`src/rtl/clk_edge_meter.sv`:
```
// Synchronises a slow square wave into clk_in, emits rise/fall tick enables and
// measures the rising-edge period, delivered over a valid/ready handshake.
module clk_edge_meter #(
    parameter int SYNC_STAGES = 2,
    parameter int CNT_BITS    = 26
) (
    input  logic                clk_in,
    input  logic                rst,
    input  logic                slow_in,
    output logic                level,
    output logic                tick_rise,
    output logic                tick_fall,
    output logic [CNT_BITS-1:0] period,
    output logic                period_valid,
    input  logic                period_ready,
    output logic                overrun,
    output logic                timeout
);

    typedef enum logic [1:0] {
        S_IDLE  = 2'd0,
        S_RUN   = 2'd1,
        S_STALL = 2'd2
    } state_t;

    localparam logic [CNT_BITS-1:0] CNT_MAX  = {CNT_BITS{1'b1}};
    localparam logic [CNT_BITS-1:0] CNT_NEAR = {{(CNT_BITS-1){1'b1}}, 1'b0};
    localparam logic [CNT_BITS-1:0] CNT_ONE  = {{(CNT_BITS-1){1'b0}}, 1'b1};
    localparam logic [CNT_BITS-1:0] CNT_ZERO = '0;

    logic [SYNC_STAGES-1:0] sync_q, sync_d;
    logic                   level_q, level_d;
    logic                   tick_rise_q, tick_rise_d;
    logic                   tick_fall_q, tick_fall_d;
    state_t                 state_q, state_d;
    logic [CNT_BITS-1:0]    cnt_q, cnt_d;
    logic [CNT_BITS-1:0]    period_q, period_d;
    logic                   period_valid_q, period_valid_d;
    logic                   overrun_q, overrun_d;
    logic                   timeout_q, timeout_d;
    logic                   rise;
    logic                   fall;
    logic                   meas;

    // Edge detect works on the next level so ticks and measurements land on the same edge
    always_comb begin
        sync_d      = {sync_q[SYNC_STAGES-2:0], slow_in};
        level_d     = sync_q[SYNC_STAGES-1];
        rise        = level_d & ~level_q;
        fall        = ~level_d & level_q;
        tick_rise_d = rise;
        tick_fall_d = fall;
    end

    always_comb begin
        state_d   = state_q;
        cnt_d     = cnt_q;
        timeout_d = timeout_q;
        meas      = 1'b0;
        case (state_q)
            S_IDLE: begin
                if (rise) begin
                    state_d = S_RUN;
                    cnt_d   = CNT_ZERO;
                end
            end
            S_RUN: begin
                if (rise) begin
                    meas  = 1'b1;
                    cnt_d = CNT_ZERO;
                end else if (cnt_q == CNT_NEAR) begin
                    cnt_d     = CNT_MAX;
                    state_d   = S_STALL;
                    timeout_d = 1'b1;
                end else begin
                    cnt_d = cnt_q + CNT_ONE;
                end
            end
            S_STALL: begin
                if (rise) begin
                    state_d   = S_RUN;
                    cnt_d     = CNT_ZERO;
                    timeout_d = 1'b0;
                end
            end
            default: begin
                state_d = S_IDLE;
                cnt_d   = CNT_ZERO;
            end
        endcase
    end

    // cnt_q counts cycles since the last rise minus one, so the period is cnt_q + 1
    always_comb begin
        period_d       = period_q;
        period_valid_d = period_valid_q;
        overrun_d      = overrun_q;
        if (meas) begin
            period_d       = cnt_q + CNT_ONE;
            period_valid_d = 1'b1;
            if (period_valid_q && !period_ready) begin
                overrun_d = 1'b1;
            end
        end else if (period_valid_q && period_ready) begin
            period_valid_d = 1'b0;
        end
    end

    always_ff @(posedge clk_in) begin
        if (rst) begin
            sync_q         <= '0;
            level_q        <= 1'b0;
            tick_rise_q    <= 1'b0;
            tick_fall_q    <= 1'b0;
            state_q        <= S_IDLE;
            cnt_q          <= '0;
            period_q       <= '0;
            period_valid_q <= 1'b0;
            overrun_q      <= 1'b0;
            timeout_q      <= 1'b0;
        end else begin
            sync_q         <= sync_d;
            level_q        <= level_d;
            tick_rise_q    <= tick_rise_d;
            tick_fall_q    <= tick_fall_d;
            state_q        <= state_d;
            cnt_q          <= cnt_d;
            period_q       <= period_d;
            period_valid_q <= period_valid_d;
            overrun_q      <= overrun_d;
            timeout_q      <= timeout_d;
        end
    end

    assign level        = level_q;
    assign tick_rise    = tick_rise_q;
    assign tick_fall    = tick_fall_q;
    assign period       = period_q;
    assign period_valid = period_valid_q;
    assign overrun      = overrun_q;
    assign timeout      = timeout_q;

endmodule

```
`config.mk`:
```
export PLATFORM = sky130hd
export DESIGN_NAME = clk_edge_meter
export DESIGN_NICKNAME = d
export VERILOG_FILES = /design/src/rtl/clk_edge_meter.sv
export SDC_FILE = /design/constraint.sdc
export NUM_CORES = 1
export LEC_CHECK = 0
export BUFFER_PORTS_ARGS = -buffer_cell sky130_fd_sc_hd__buf_2
export CAP_MARGIN = 20
export CORE_MARGIN = 4
export CORE_UTILIZATION = 26
export DETAILED_ROUTE_END_ITERATION = 10
export PLACE_DENSITY_LB_ADDON = 0.3
export SLEW_MARGIN = 30
export SYNTH_ARGS = -nofsm -noshare
export SYNTH_HDL_FRONTEND = slang
export SYNTH_SLANG_ARGS = --single-unit
```
`constraint.sdc`:
```
create_clock -name clk_in -period 2.77 [get_ports clk_in]
set_clock_uncertainty 0.15 [all_clocks]
set_input_delay 0.554 -clock clk_in [delete_from_list [all_inputs] [get_ports clk_in]]
set_output_delay 0.554 -clock clk_in [all_outputs]
set_load 0.1 [all_outputs]
```
==> impl_metrics.tcl <==
set metrics [dict create \
    cts_setup_buffers 0 \
    die_h_um 115.6 \
    worst_pin_slew_ps 783.4 \
    rrSetupSlack_ps 370 \
    dp_hpwl_um 5569 \
    grt.total_usage_pct 12.67 \
    wl_per_cell_um 14.64 \
    dr_total_vias 2782 \
    cts_tree "yes" \
    clk_latency_ps 330 \
    yosysUniqueCellTypes 44 \
    worstHoldStart "sync_q[0]" \
    cts_resized 0 \
    p_int_mw 1.599 \
    syn_inst 376 \
    synth_area_leaders "dfxtp_1, o21ai_0, a211oi_1" \
    synthesis.area_um2 3010 \
    cts-root-buf "clkbuf_16" \
    hold_slack_ps 282.6 \
    finalWirelength_um 8035 \
    status "finished clean" \
    htree_levels 3 \
    clk_path_buf_depth 2 \
    yosysSeqAreaShare_pct 41.23 \
    max_freq_mhz 417.2 \
    port_buffers 35 \
    vias_per_cell 5.067 \
    die_x_um 115.6 \
    cp-start-kind "flip-flop" \
    min_period_over_period_pct 86.54 \
    path_max_fanout 9 \
    grt_first_pass_wirelength_um 13300 \
    p_per_area_nw_per_um2 579.0 \
    top_usage_layer "met2" \
    relSlewSlack_pct 47.58 \
    reg2reg_from "cnt_q[8]" \
    overflow 0 \
    syn_nets 382 \
    postCtsHoldBufs 0 \
    use_met2_pct 19.60 \
    setup_tns_ps 0 \
    numCtsBuffers 9 \
    drtAntennaViolNets 0 \
    dpl_cell_area_um2 3339 \
    grt_pass1_vias 2590 \
    cp_data_arrival_time_ps 2510 \
    peakVddDrop_mv 0.2307 \
    worst-setup-path-type "reg -> reg" \
    endpoint_kind "flip-flop" \
    grt_max_degree 29 \
    die_area_um2 13360 \
    switchingPower_uw 494.0 \
    core_um2 11370 \
    critical_path.startpoint "cnt_q[8]" \
    fin_crit_ps 2397 \
    cts.sinks 62 \
    rsz0062_at_grt "no" \
    drive_gt1_share_pct 17.00 \
    hold_viol_final 0 \
    nets 409 \
    maxCapViolCount 0 \
    setup_viol 0 \
    cp_data_required_time_ps 2880 \
    slew_violations 0 \
    place_congestion 0.8533 \
    diodes 0 \
    pin_count 36 \
    ys_seq_elements 62 \
    area_delta_synth_final_pct 20.07 \
    yosysWarnings 0 \
    final_common_cell "dfxtp_1" \
    remaining_drc_errors 0 \
    drtIter0Drc 153 \
    use_met3_pct 3.446 \
    postSynthAreaPerCell_um2 8.006 \
    final_cell_mix "dfxtp_1, nor2_1, o21ai_0" \
    power_leakage_nw 1.301 \
    clk_pin_slew_ps 50 \
    stdcell_area_um2 3615 \
    synth_top_cell_area_share_pct 41.23 \
    drt_pass1_iterations 5 \
    swShare_pct 23.61 \
    combPwrFrac_pct 6.4 \
    num_rows 39 \
    start_util_pct 26.48 \
    synth_top_area_cell "dfxtp_1" \
    hold_path_class "reg -> reg" \
    pwr-share-seq_pct 43.4 \
    clkPwrFrac_pct 50.2 \
    gr-usage-met1_pct 16.74 \
    grt_antenna_before_repair 0 \
]
## power groups by stage
stage               logic (mW)  registers, mW  clock network (mW)
CTS                      0.134          0.909                1.07
global placement         0.133          0.927                   0
floorplan               0.0550          0.971                   0
detailed placement       0.134          0.928                   0
finish                   0.133          0.909                1.05
global route             0.143          0.910                1.12
## layout make-up
cell class | instances | area (µm²)
clock buffers | 13 | 270.3
clock inverters | 1 | 5.005
fillers | 1180 | 7755
inverters | 5 | 18.77
multi-input cells | 278 | 1635
flip-flops and latches | 62 | 1241
well taps | 143 | 178.9
repair buffers | 47 | 265.3
## path summary, 6_finish.rpt
path	end	depth (start not counted)
setup / recovery	cnt_q[21]	5
hold / removal	sync_q[1]	1
setup reg to reg	cnt_q[21]	5
hold reg to reg	sync_q[1]	1
## through the flow
step                utilization [%]  power (mW)  cells  setup slack, ps
global route                  31.79       2.168    549            260.0
CTS                           31.79       2.114    549            385.5
detailed placement            29.37       1.061    535            393.8
finish                        31.79       2.093    549            373.0
floorplan                         -       1.026    376            523.5
global placement              29.37       1.061    535            462.5
## sequential cells by signal, indices dropped and copies added (netlist names)
| register | flops |
|---|---|
| timeout | 1 |
| level | 1 |
| tick_rise | 1 |
| sync_q | 2 |
| cnt_q | 26 |
| overrun | 1 |
| state_q | 2 |
| period | 26 |
| period_valid | 1 |
| tick_fall | 1 |
## layer usage
layer	share of wire, %	wire [µm]
met5	0	0
met1	47	3808
met3	4.7	377
met2	46	3708
met4	1.7	140
## synthesized netlist by cell type (all sizes together)
master / count
dfxtp: 62
nor2: 46
o21ai: 37
nand2: 28
a21oi: 27
a211oi: 23
clkbuf: 23
nand3: 15
nor3: 13
xnor2: 11
nand4: 10
nor2b: 9
buf: 8
nor4: 8
xor2: 8
a21o: 6
inv: 5
nand2b: 4
a21bo: 3
and4: 3
o22ai: 3
a31oi: 2
a32o: 2
and3: 2
ha: 2
o21a: 2
o31a: 2
or3: 2
a22o: 1
a311oi: 1
and2: 1
nand3b: 1
nor3b: 1
o211a: 1
o211ai: 1
o2bb2ai: 1
o311ai: 1
or4: 1
## critical path: stages (launching register included)
cell and delay (ps):
dfxtp_1 520, nand4_4 180, or4_1 720, or3_1 430
a21o_1 200, a21oi_2 120
## cells by family (layout without fill, tap and decap cells)
| logic type | count (synthesis) | after routing | share of synthesized area, % |
|---|---|---|---|
| flip-flops | 62 | 62 | 41.23 |
| buffers and inverters | 36 | 66 | 4.696 |
| AO/OA/AOI/OAI | 113 | 113 | 23.52 |
| adder cells (fa/ha/maj) | 2 | 2 | 0.8311 |
| XOR/XNOR | 19 | 19 | 5.528 |
| AND/OR/NAND/NOR | 144 | 144 | 24.19 |
No activity file was read; power rests on OpenSTA's default activity.
